**src/rtl/logic_unit_pkg.sv**
```systemverilog
// Shared definitions for the logic gate unit: operation and mode
// encodings plus the frame-control FSM state type.
package logic_unit_pkg;

   localparam logic [2:0] OP_AND    = 3'd0;
   localparam logic [2:0] OP_OR     = 3'd1;
   localparam logic [2:0] OP_XOR    = 3'd2;
   localparam logic [2:0] OP_NAND   = 3'd3;
   localparam logic [2:0] OP_NOR    = 3'd4;
   localparam logic [2:0] OP_XNOR   = 3'd5;
   localparam logic [2:0] OP_PASS_A = 3'd6;
   localparam logic [2:0] OP_NOT_A  = 3'd7;

   localparam logic MODE_ELEM = 1'b0;
   localparam logic MODE_RED  = 1'b1;

   // ST_IDLE: no reduce frame open; ST_ACC: reduce frame open
   typedef enum logic {
      ST_IDLE = 1'b0,
      ST_ACC  = 1'b1
   } state_t;

endpackage

```
**src/rtl/logic_gate_unit_op_core.sv**
```systemverilog
// logic_op_core: purely combinational bitwise f(x, y, op) over WIDTH bits.
// PASS_A and NOT_A look only at x.
module logic_op_core
   import logic_unit_pkg::*;
#(
   parameter int WIDTH = 8
) (
   input  logic [WIDTH-1:0] x,
   input  logic [WIDTH-1:0] y,
   input  logic [2:0]       op,
   output logic [WIDTH-1:0] f
);

   // Select the bitwise function by opcode
   always_comb begin
      f = '0;
      case (op)
         OP_AND:    f = x & y;
         OP_OR:     f = x | y;
         OP_XOR:    f = x ^ y;
         OP_NAND:   f = ~(x & y);
         OP_NOR:    f = ~(x | y);
         OP_XNOR:   f = ~(x ^ y);
         OP_PASS_A: f = x;
         OP_NOT_A:  f = ~x;
         default:   f = '0;
      endcase
   end

endmodule

```
**src/rtl/logic_gate_unit.sv**
```systemverilog
// logic_gate_unit: registered WIDTH-bit logic unit with element-wise and
// reduce (left-to-right fold over a frame) modes.
// Handshake: a beat transfers on in_valid && in_ready, a result transfers on
// out_valid && out_ready; in_ready = !out_valid || out_ready, so a new result
// may be written in the same cycle the previous one drains, and the output
// register holds steady while out_valid && !out_ready.
// Optional macro LOGIC_GATE_UNIT_PARITY_EN adds out_parity (XOR-reduce of
// out_data, registered with it).
module logic_gate_unit
   import logic_unit_pkg::*;
#(
   parameter  int WIDTH   = 8,
   parameter  int MAX_LEN = 16,
   localparam int CW      = $clog2(MAX_LEN + 1)
) (
   input  logic             clk,
   input  logic             rst_n,
   input  logic             in_valid,
   output logic             in_ready,
   input  logic [WIDTH-1:0] in_a,
   input  logic [WIDTH-1:0] in_b,
   input  logic [2:0]       in_op,
   input  logic             in_mode,
   input  logic             in_last,
   output logic             out_valid,
   input  logic             out_ready,
   output logic [WIDTH-1:0] out_data,
   output logic [CW-1:0]    out_count,
   output logic             out_trunc
`ifdef LOGIC_GATE_UNIT_PARITY_EN
   ,
   output logic             out_parity
`endif
);

   state_t           state;
   logic [WIDTH-1:0] acc;
   logic [CW-1:0]    cnt;
   logic [2:0]       op_q;
   logic             mode_q;

   logic             accept;
   logic [WIDTH-1:0] core_x;
   logic [WIDTH-1:0] core_y;
   logic [2:0]       core_op;
   logic [WIDTH-1:0] core_f;
   logic [CW-1:0]    cnt_inc;
   logic             frame_beat;
   logic             frame_close;
   logic             emit;
   logic [WIDTH-1:0] emit_data;
   logic [CW-1:0]    emit_count;
   logic             emit_trunc;

   assign in_ready = !out_valid || out_ready;
   assign accept   = in_valid && in_ready;

   logic_op_core #(.WIDTH(WIDTH)) u_core (
      .x  (core_x),
      .y  (core_y),
      .op (core_op),
      .f  (core_f)
   );

   // Feed the core: fresh operands when idle, accumulator and new word when a frame is open
   always_comb begin
      core_x  = in_a;
      core_y  = in_b;
      core_op = in_op;
      if (state == ST_ACC) begin
         core_x  = acc;
         core_y  = in_a;
         core_op = op_q;
      end
   end

   // Decide whether this cycle produces a result, and what it is
   always_comb begin
      cnt_inc     = cnt + CW'(1);
      frame_beat  = accept && (state == ST_ACC) && (mode_q == MODE_RED);
      frame_close = frame_beat && (in_last || (cnt_inc == CW'(MAX_LEN)));
      emit        = 1'b0;
      emit_data   = '0;
      emit_count  = '0;
      emit_trunc  = 1'b0;
      if (state == ST_IDLE) begin
         if (accept && (in_mode == MODE_ELEM)) begin
            emit       = 1'b1;
            emit_data  = core_f;
            emit_count = CW'(1);
         end else if (accept && in_last) begin
            // single-beat reduce frame: the fold of one word is the word itself
            emit       = 1'b1;
            emit_data  = in_a;
            emit_count = CW'(1);
         end
      end else if (frame_close) begin
         emit       = 1'b1;
         emit_data  = core_f;
         emit_count = cnt_inc;
         emit_trunc = !in_last;
      end
   end

   // Frame FSM, accumulator, beat counter and output register
   always_ff @(posedge clk or negedge rst_n) begin
      if (!rst_n) begin
         state      <= ST_IDLE;
         acc        <= '0;
         cnt        <= '0;
         op_q       <= OP_AND;
         mode_q     <= MODE_ELEM;
         out_valid  <= 1'b0;
         out_data   <= '0;
         out_count  <= '0;
         out_trunc  <= 1'b0;
`ifdef LOGIC_GATE_UNIT_PARITY_EN
         out_parity <= 1'b0;
`endif
      end else begin
         if (out_valid && out_ready) begin
            out_valid <= 1'b0;
         end
         if (emit) begin
            out_valid  <= 1'b1;
            out_data   <= emit_data;
            out_count  <= emit_count;
            out_trunc  <= emit_trunc;
`ifdef LOGIC_GATE_UNIT_PARITY_EN
            out_parity <= ^emit_data;
`endif
         end
         case (state)
            ST_IDLE: begin
               if (accept && (in_mode == MODE_RED)) begin
                  op_q   <= in_op;
                  mode_q <= in_mode;
                  acc    <= in_a;
                  cnt    <= CW'(1);
                  if (!in_last) begin
                     state <= ST_ACC;
                  end
               end
            end
            ST_ACC: begin
               if (frame_beat) begin
                  acc <= core_f;
                  cnt <= cnt_inc;
                  if (frame_close) begin
                     state <= ST_IDLE;
                  end
               end
            end
            default: state <= ST_IDLE;
         endcase
      end
   end

endmodule

```
**config.mk**
```make
export PLATFORM = sky130hd
export DESIGN_NAME = logic_gate_unit
export DESIGN_NICKNAME = d
export VERILOG_FILES = /design/src/rtl/logic_unit_pkg.sv /design/src/rtl/logic_gate_unit_op_core.sv /design/src/rtl/logic_gate_unit.sv
export SDC_FILE = /design/constraint.sdc
export NUM_CORES = 1
export LEC_CHECK = 0
export BUFFER_PORTS_ARGS = -buffer_cell sky130_fd_sc_hd__buf_2
export CAP_MARGIN = 40
export CORE_ASPECT_RATIO = 1.5
export CORE_MARGIN = 4
export CORE_UTILIZATION = 57
export DETAILED_ROUTE_END_ITERATION = 8
export PLACE_DENSITY = 0.9
export SYNTH_ARGS = -nofsm -noshare
export SYNTH_HDL_FRONTEND = slang
export SYNTH_SLANG_ARGS = --single-unit
```
**constraint.sdc**
```tcl
create_clock -name clk -period 5 [get_ports clk]
set_input_delay 0.5 -clock clk [delete_from_list [all_inputs] [get_ports clk]]
set_output_delay 0.5 -clock clk [all_outputs]
set_load 0.005 [all_outputs]
```
# ---- Yosys cells after proc, flatten, opt, wreduce, memory -nomap -nowiden
# Index checks and enable logic that the tools add are counted.
dict set report classes {
  n_addsub 1
  multipliers 0
  n_div 0
  order_cmp 0
  n_eq_ne 10
  shifts 0
  n_mux 31
  bitwise_logic 9
  n_reduce_logical 16
}
# op n
set ops {}
lappend ops {{$mux W8} 8}
lappend ops {{$pmux W8 S8} 1}
lappend ops {{$not A8 Y8} 4}
lappend ops {{$mux W5} 4}
lappend ops {{$pmux W8 S2} 1}
lappend ops {{$mux W1} 14}
lappend ops {{$eq A3 B3 Y1 const B} 4}
lappend ops {{$pmux W5 S2} 1}
lappend ops {{$and A8 B8 Y8} 1}
lappend ops {{$logic_and A1 B1 Y1} 8}
lappend ops {{$or A8 B8 Y8} 1}
lappend ops {{$xor A8 B8 Y8} 1}
lappend ops {{$eq A3 B2 Y1 const B} 2}
lappend ops {{$add A5 B1 Y5 const B} 1}
lappend ops {{$eq A5 B5 Y1 const B} 1}
lappend ops {{$ne A2 B1 Y1 const B} 2}
lappend ops {{$reduce_and A2 Y1} 2}
lappend ops {{$eq A3 B1 Y1 const B} 1}
lappend ops {{$logic_not A3 Y1} 1}
lappend ops {{$mux W3} 1}
lappend ops {{$logic_not A1 Y1} 2}
lappend ops {{$logic_or A1 B1 Y1} 2}
lappend ops {{$not A1 Y1} 2}
lappend ops {{$pmux W1 S2} 1}
lappend ops {{$reduce_bool A2 Y1} 1}
dict set report totals {
  regBits 33
  latch_bits 0
  ram_bits 0
  rom_bits 0
  inputBits 25
  output_inout_bits 16
  word_cells 76
  memories 0
}

# ---- Logic depth before layout (Yosys ltp)
dict set report depth {
  word_depth 9
  depth_mapped 13
}

# ---- Modules after synthesis
# From an unflattened synthesis, not the netlist that was laid out.
dict set report hier_totals {
  cells_unflattened 286
  hier_area_um2 2608.8
}
# module n_inst cells_per_inst area_per_inst_um2 seq_area_each_um2
set by_module_without_submodules {}
lappend by_module_without_submodules {logic_gate_unit 1 177 1739.2 825.8}
lappend by_module_without_submodules {logic_op_core 1 109 869.6 0.0}

# ---- Worst setup path after synthesis
# OpenSTA, ideal clock, no wires.
dict set report synth_timing {
  path_type {reg-to-reg}
  start {register state}
  end {register out_data[1]}
  arrival_ps 2619
  slack_ps 2255
  stages_incl_launch_ff 12
  n_path_buf 5
  period_less_slack_ps 2745
  path_cell_list {dfrtp_1 -> buf_6 -> buf_4 -> buf_4 -> buf_2 -> buf_2 -> mux2i_1 -> ha_1 -> nor2_1 -> o311a_1 -> o32a_1 -> a221o_1}
}
dict set report synth_via {
  elab_chain_cells 6
  elab_cells_between_ends 27
}
# element line
set synth_rtl {}
lappend synth_rtl {{from (decl)} logic_gate_unit.sv:36} ;# state_t state;
lappend synth_rtl {{from (signal assigned)} logic_gate_unit.sv:108} ;# state <= ST_IDLE;
lappend synth_rtl {{from (signal assigned)} logic_gate_unit.sv:141} ;# state <= ST_ACC;
lappend synth_rtl {{from (signal assigned)} logic_gate_unit.sv:150} ;# state <= ST_IDLE;
lappend synth_rtl {{$mux W8} logic_gate_unit.sv:70} ;# if (state == ST_ACC) begin
lappend synth_rtl {{$xor A8 B8 Y8, or another cell as far along} {logic_gate_unit_op_core.sv:20, logic_gate_unit_op_core.sv:23}}
lappend synth_rtl {{$not A8 Y8, on equally long branches} {logic_gate_unit_op_core.sv:23, logic_gate_unit_op_core.sv:21, logic_gate_unit_op_core.sv:22}}
lappend synth_rtl {{$pmux W8 S8} logic_gate_unit_op_core.sv:17} ;# case (op)
lappend synth_rtl {{$mux W8, on equally long branches} {logic_gate_unit.sv:87, logic_gate_unit.sv:97}}
lappend synth_rtl {{$mux W8} logic_gate_unit.sv:86} ;# if (state == ST_IDLE) begin
lappend synth_rtl {{to (signal assigned)} logic_gate_unit.sv:126} ;# out_data <= emit_data;
lappend synth_rtl {{to (decl)} logic_gate_unit.sv:27} ;# output logic [WIDTH-1:0] out_data,
# Parallel ways exist; a longest one is shown, timed or not.
# A chain may end at the register's enable or synchronous reset.

# ---- Worst setup path after layout
dict set report layout_timing {
  start {register state}
  end {register out_count[0]}
}
dict set report layout_via {
  elab_chain_cells 5
  elab_cells_between_ends 7
}
# element line
set layout_rtl {}
lappend layout_rtl {{$logic_and A1 B1 Y1 (2 in series)} logic_gate_unit.sv:80} ;# frame_beat = accept && (state == ST_ACC) && (mode_q == MODE_RED);
lappend layout_rtl {{$logic_and A1 B1 Y1} logic_gate_unit.sv:81} ;# frame_close = frame_beat && (in_last || (cnt_inc == CW'(MAX_LEN)));
lappend layout_rtl {{$mux W5 or $mux W1 (tied branches)} logic_gate_unit.sv:97} ;# end else if (frame_close) begin
lappend layout_rtl {{$mux W5 or $mux W1 (tied branches)} logic_gate_unit.sv:86}
lappend layout_rtl {{to (signal assigned)} logic_gate_unit.sv:127} ;# out_count <= emit_count;
lappend layout_rtl {{to (decl)} logic_gate_unit.sv:28} ;# output logic [CW-1:0] out_count,
# Parallel ways exist; a longest one is shown, timed or not.

==> flow_metrics.tcl <==
set metrics [dict create \
    status "finished, final reports clean" \
    clkTransAtPathRegs_ns 0.07 \
    p_leak_uw 0.00151 \
    globalplace.congestion 0.912 \
    slew_violations 0 \
    clock_power_share_pct 36.3 \
    synth_cells 337 \
    crit_type "reg -> reg" \
    hold_viol_final 0 \
    cts_setup_buffers 0 \
    tightest_slew_ns 0.781 \
    yosysWarningCount 0 \
    layout_commonest_cell "buf_2" \
    min_path_type "in -> async" \
    p_seq_share_pct 48.6 \
    synthArstFlopShare_pct 100 \
    synth_edf_count 0 \
    power_frac_comb_pct 15.1 \
    synth.avg_cell_area_um2 8.62 \
    fp.coreArea_um2 4890 \
    root_buffer "clkbuf_8" \
    drtPass1Iterations 5 \
    final_antenna_net_count 0 \
    relSlewSlack_pct 47.8 \
    grt_max_degree 38 \
    grt_pass1_wl_um 12400 \
    yosysSeqAreaShare_pct 28.4 \
    internal_power_uw 423 \
    powerDensity_nw_per_um2 181 \
    yosys_register_bits 33 \
    antenna_found_initial 0 \
    antenna_cells 0 \
    dp_hpwl_um 5460 \
    grt_remaining_overflow 0 \
    fin_crit_ns 2.95 \
    portBuffers 40 \
    clockBufferDepth 2 \
    num_vias 2765 \
    grtUsageTotal_pct 24.6 \
    final_cell_mix "40 x buf_2, 32 x dfrtp_1, 24 x mux2i_1" \
    maxCapViolations 0 \
    finalSetupTns_ns 0 \
    crit_path_start_kind "flop" \
    viasPerCell 6.45 \
    synth_cell_types 52 \
    htreeDepth 2 \
    rsz0062_at_grt "false" \
    cp_data_arrival_time_ns 3.10 \
    whs_ns 0.266 \
    period_share_pct 59.0 \
    setup_viol 0 \
    drc 0 \
    post_cts_resized 0 \
    p_switching_uw 154 \
    clock_sinks 33 \
    cts_tree "built" \
    area_growth_pct 9.38 \
    grt_pass1_vias 2788 \
    synth_flop_cell "dfrtp_1" \
    netlist_area_um2 2910 \
    die-area_um2 6330 \
    cts_made_buffers 5 \
    postSynthNetCount 379 \
    p_sw_share_pct 26.7 \
    drt-wirelength-per-cell_um 17.3 \
    die_h_um 95.5 \
    hold_buffers 0 \
    clk_latency_ns 0.29 \
    wl_um 7430 \
    fin_nets 405 \
    fmax_mhz 339 \
    vdd_drop_max_v 0.000105 \
    ioPinCount 41 \
    critPathMaxFanout 37 \
    fp.dieW_um 66.3 \
    drive_gt1_share_pct 20.4 \
    placementRows 31 \
    worstPathRequired_ns 5.15 \
    initial_core_util_pct 59.5 \
    first_iter_violations 199 \
    fin_skew_ns 0.0104 \
    end_kind "flop" \
]
sequential cells by signal, indices dropped and copies added (netlist names), 3 cells and up:
name,count
acc,8
cnt,5
op_q,3
out_count,5
out_data,8
power by group through the flow:
stage	registers, uW	logic, uW	clock network, uW
floorplan	284	51.5	0
global placement	285	82.2	0
detailed placement	285	86.1	0
CTS	280	86.8	209
global route	281	97.8	222
finish	280	87.4	209
through the flow:
| stage | util, % | area (um2) | instances | power (uW) | worst slack, ns |
|---|---|---|---|---|---|
| final | 65.1 | 3180 | 429 | 577 | 2.05 |
| after global routing | 65.1 | 3180 | 429 | 601 | 1.82 |
| after CTS | 65.1 | 3180 | 429 | 576 | 2.08 |
| after detailed placement | 63.3 | 3090 | 422 | 371 | 2.13 |
| after global placement | 63.1 | 3080 | 421 | 367 | 2.32 |
| after floorplan | - | 2910 | 337 | 336 | 2.26 |
cells in the mapped netlist (all sizes together), types with 2 or more instances:
library cell,number,share of area [%]
o221ai,3,0.90
inv,23,3.0
o22ai,2,0.43
buf,15,3.0
a211oi,11,2.8
a2111oi,2,0.60
nor4,5,1.1
nand2,21,2.7
dfrtp,33,28
nor3b,11,2.8
clkbuf,8,1.0
nor3,12,2.1
a21o,2,0.52
nand2b,4,0.86
mux2i,27,10
nor2b,5,1.1
and2,2,0.43
o21ai,15,2.7
a21bo,5,1.7
a31oi,9,1.9
ha,17,7.3
a21oi,20,3.4
o2bb2ai,2,0.60
a221o,5,1.7
o31ai,3,0.77
or3,2,0.43
o211ai,8,2.1
nand3,11,1.9
nor2,20,2.6
and3,2,0.43
xnor2,3,0.90
a22o,2,0.60
mux2,13,5.0
critical path: stages (launching register included):
cell and delay, ns:
dfrtp_2 0.62, buf_4 0.48, mux2_2 0.25, nand3_1 0.55, nor2_1 0.33, nand2_1 0.20
o311ai_0 0.37
metal layers:
| metal | track usage, % | up-vias | wire length, um |
|---|---|---|---|
| met3 | 2.36 | 23 | 340 |
| li1 | - | 1299 | - |
| met2 | 44.6 | 112 | 3890 |
| met5 | 0 | - | 0 |
| met4 | 15.3 | 0 | 274 |
| met1 | 26.9 | 1331 | 2930 |
cell families after synthesis:
| logic type | after synthesis | synth area share (%) |
|---|---|---|
| and+or+nand+nor | 99 | 17.4 |
| AOI/OAI and AO/OA | 98 | 23.8 |
| buffers and inverters | 47 | 7.10 |
| muxes | 40 | 15.0 |
| DFF | 33 | 28.4 |
| adders and majority gates | 17 | 7.32 |
| xor gates and xnor gates | 3 | 0.904 |
final timing paths:
check / from / end / cells past startpoint / slack (ns)
setup / recovery: state / out_count[0] / 6 / 2.05
hold / removal: rst_n / op_q[2] / 1 / 0.27
setup reg to reg: state / out_count[0] / 6 / 2.05
hold reg to reg: acc[4] / acc[4] / 2 / 0.52
max in group asynchronous: rst_n / state / 1 / 4.22
min in group clk: in_op[1] / op_q[1] / 2 / 0.49
area by class of cell:
cell class              instances  area [um2]
clock buffers                   7        86.3
fillers                       418        1710
inverters                      24        90.1
multi-input cells             257        1870
flip-flops and latches         33         827
well taps                      66        82.6
repair buffers                 42         219
No activity file was read; power rests on OpenSTA's default activity.
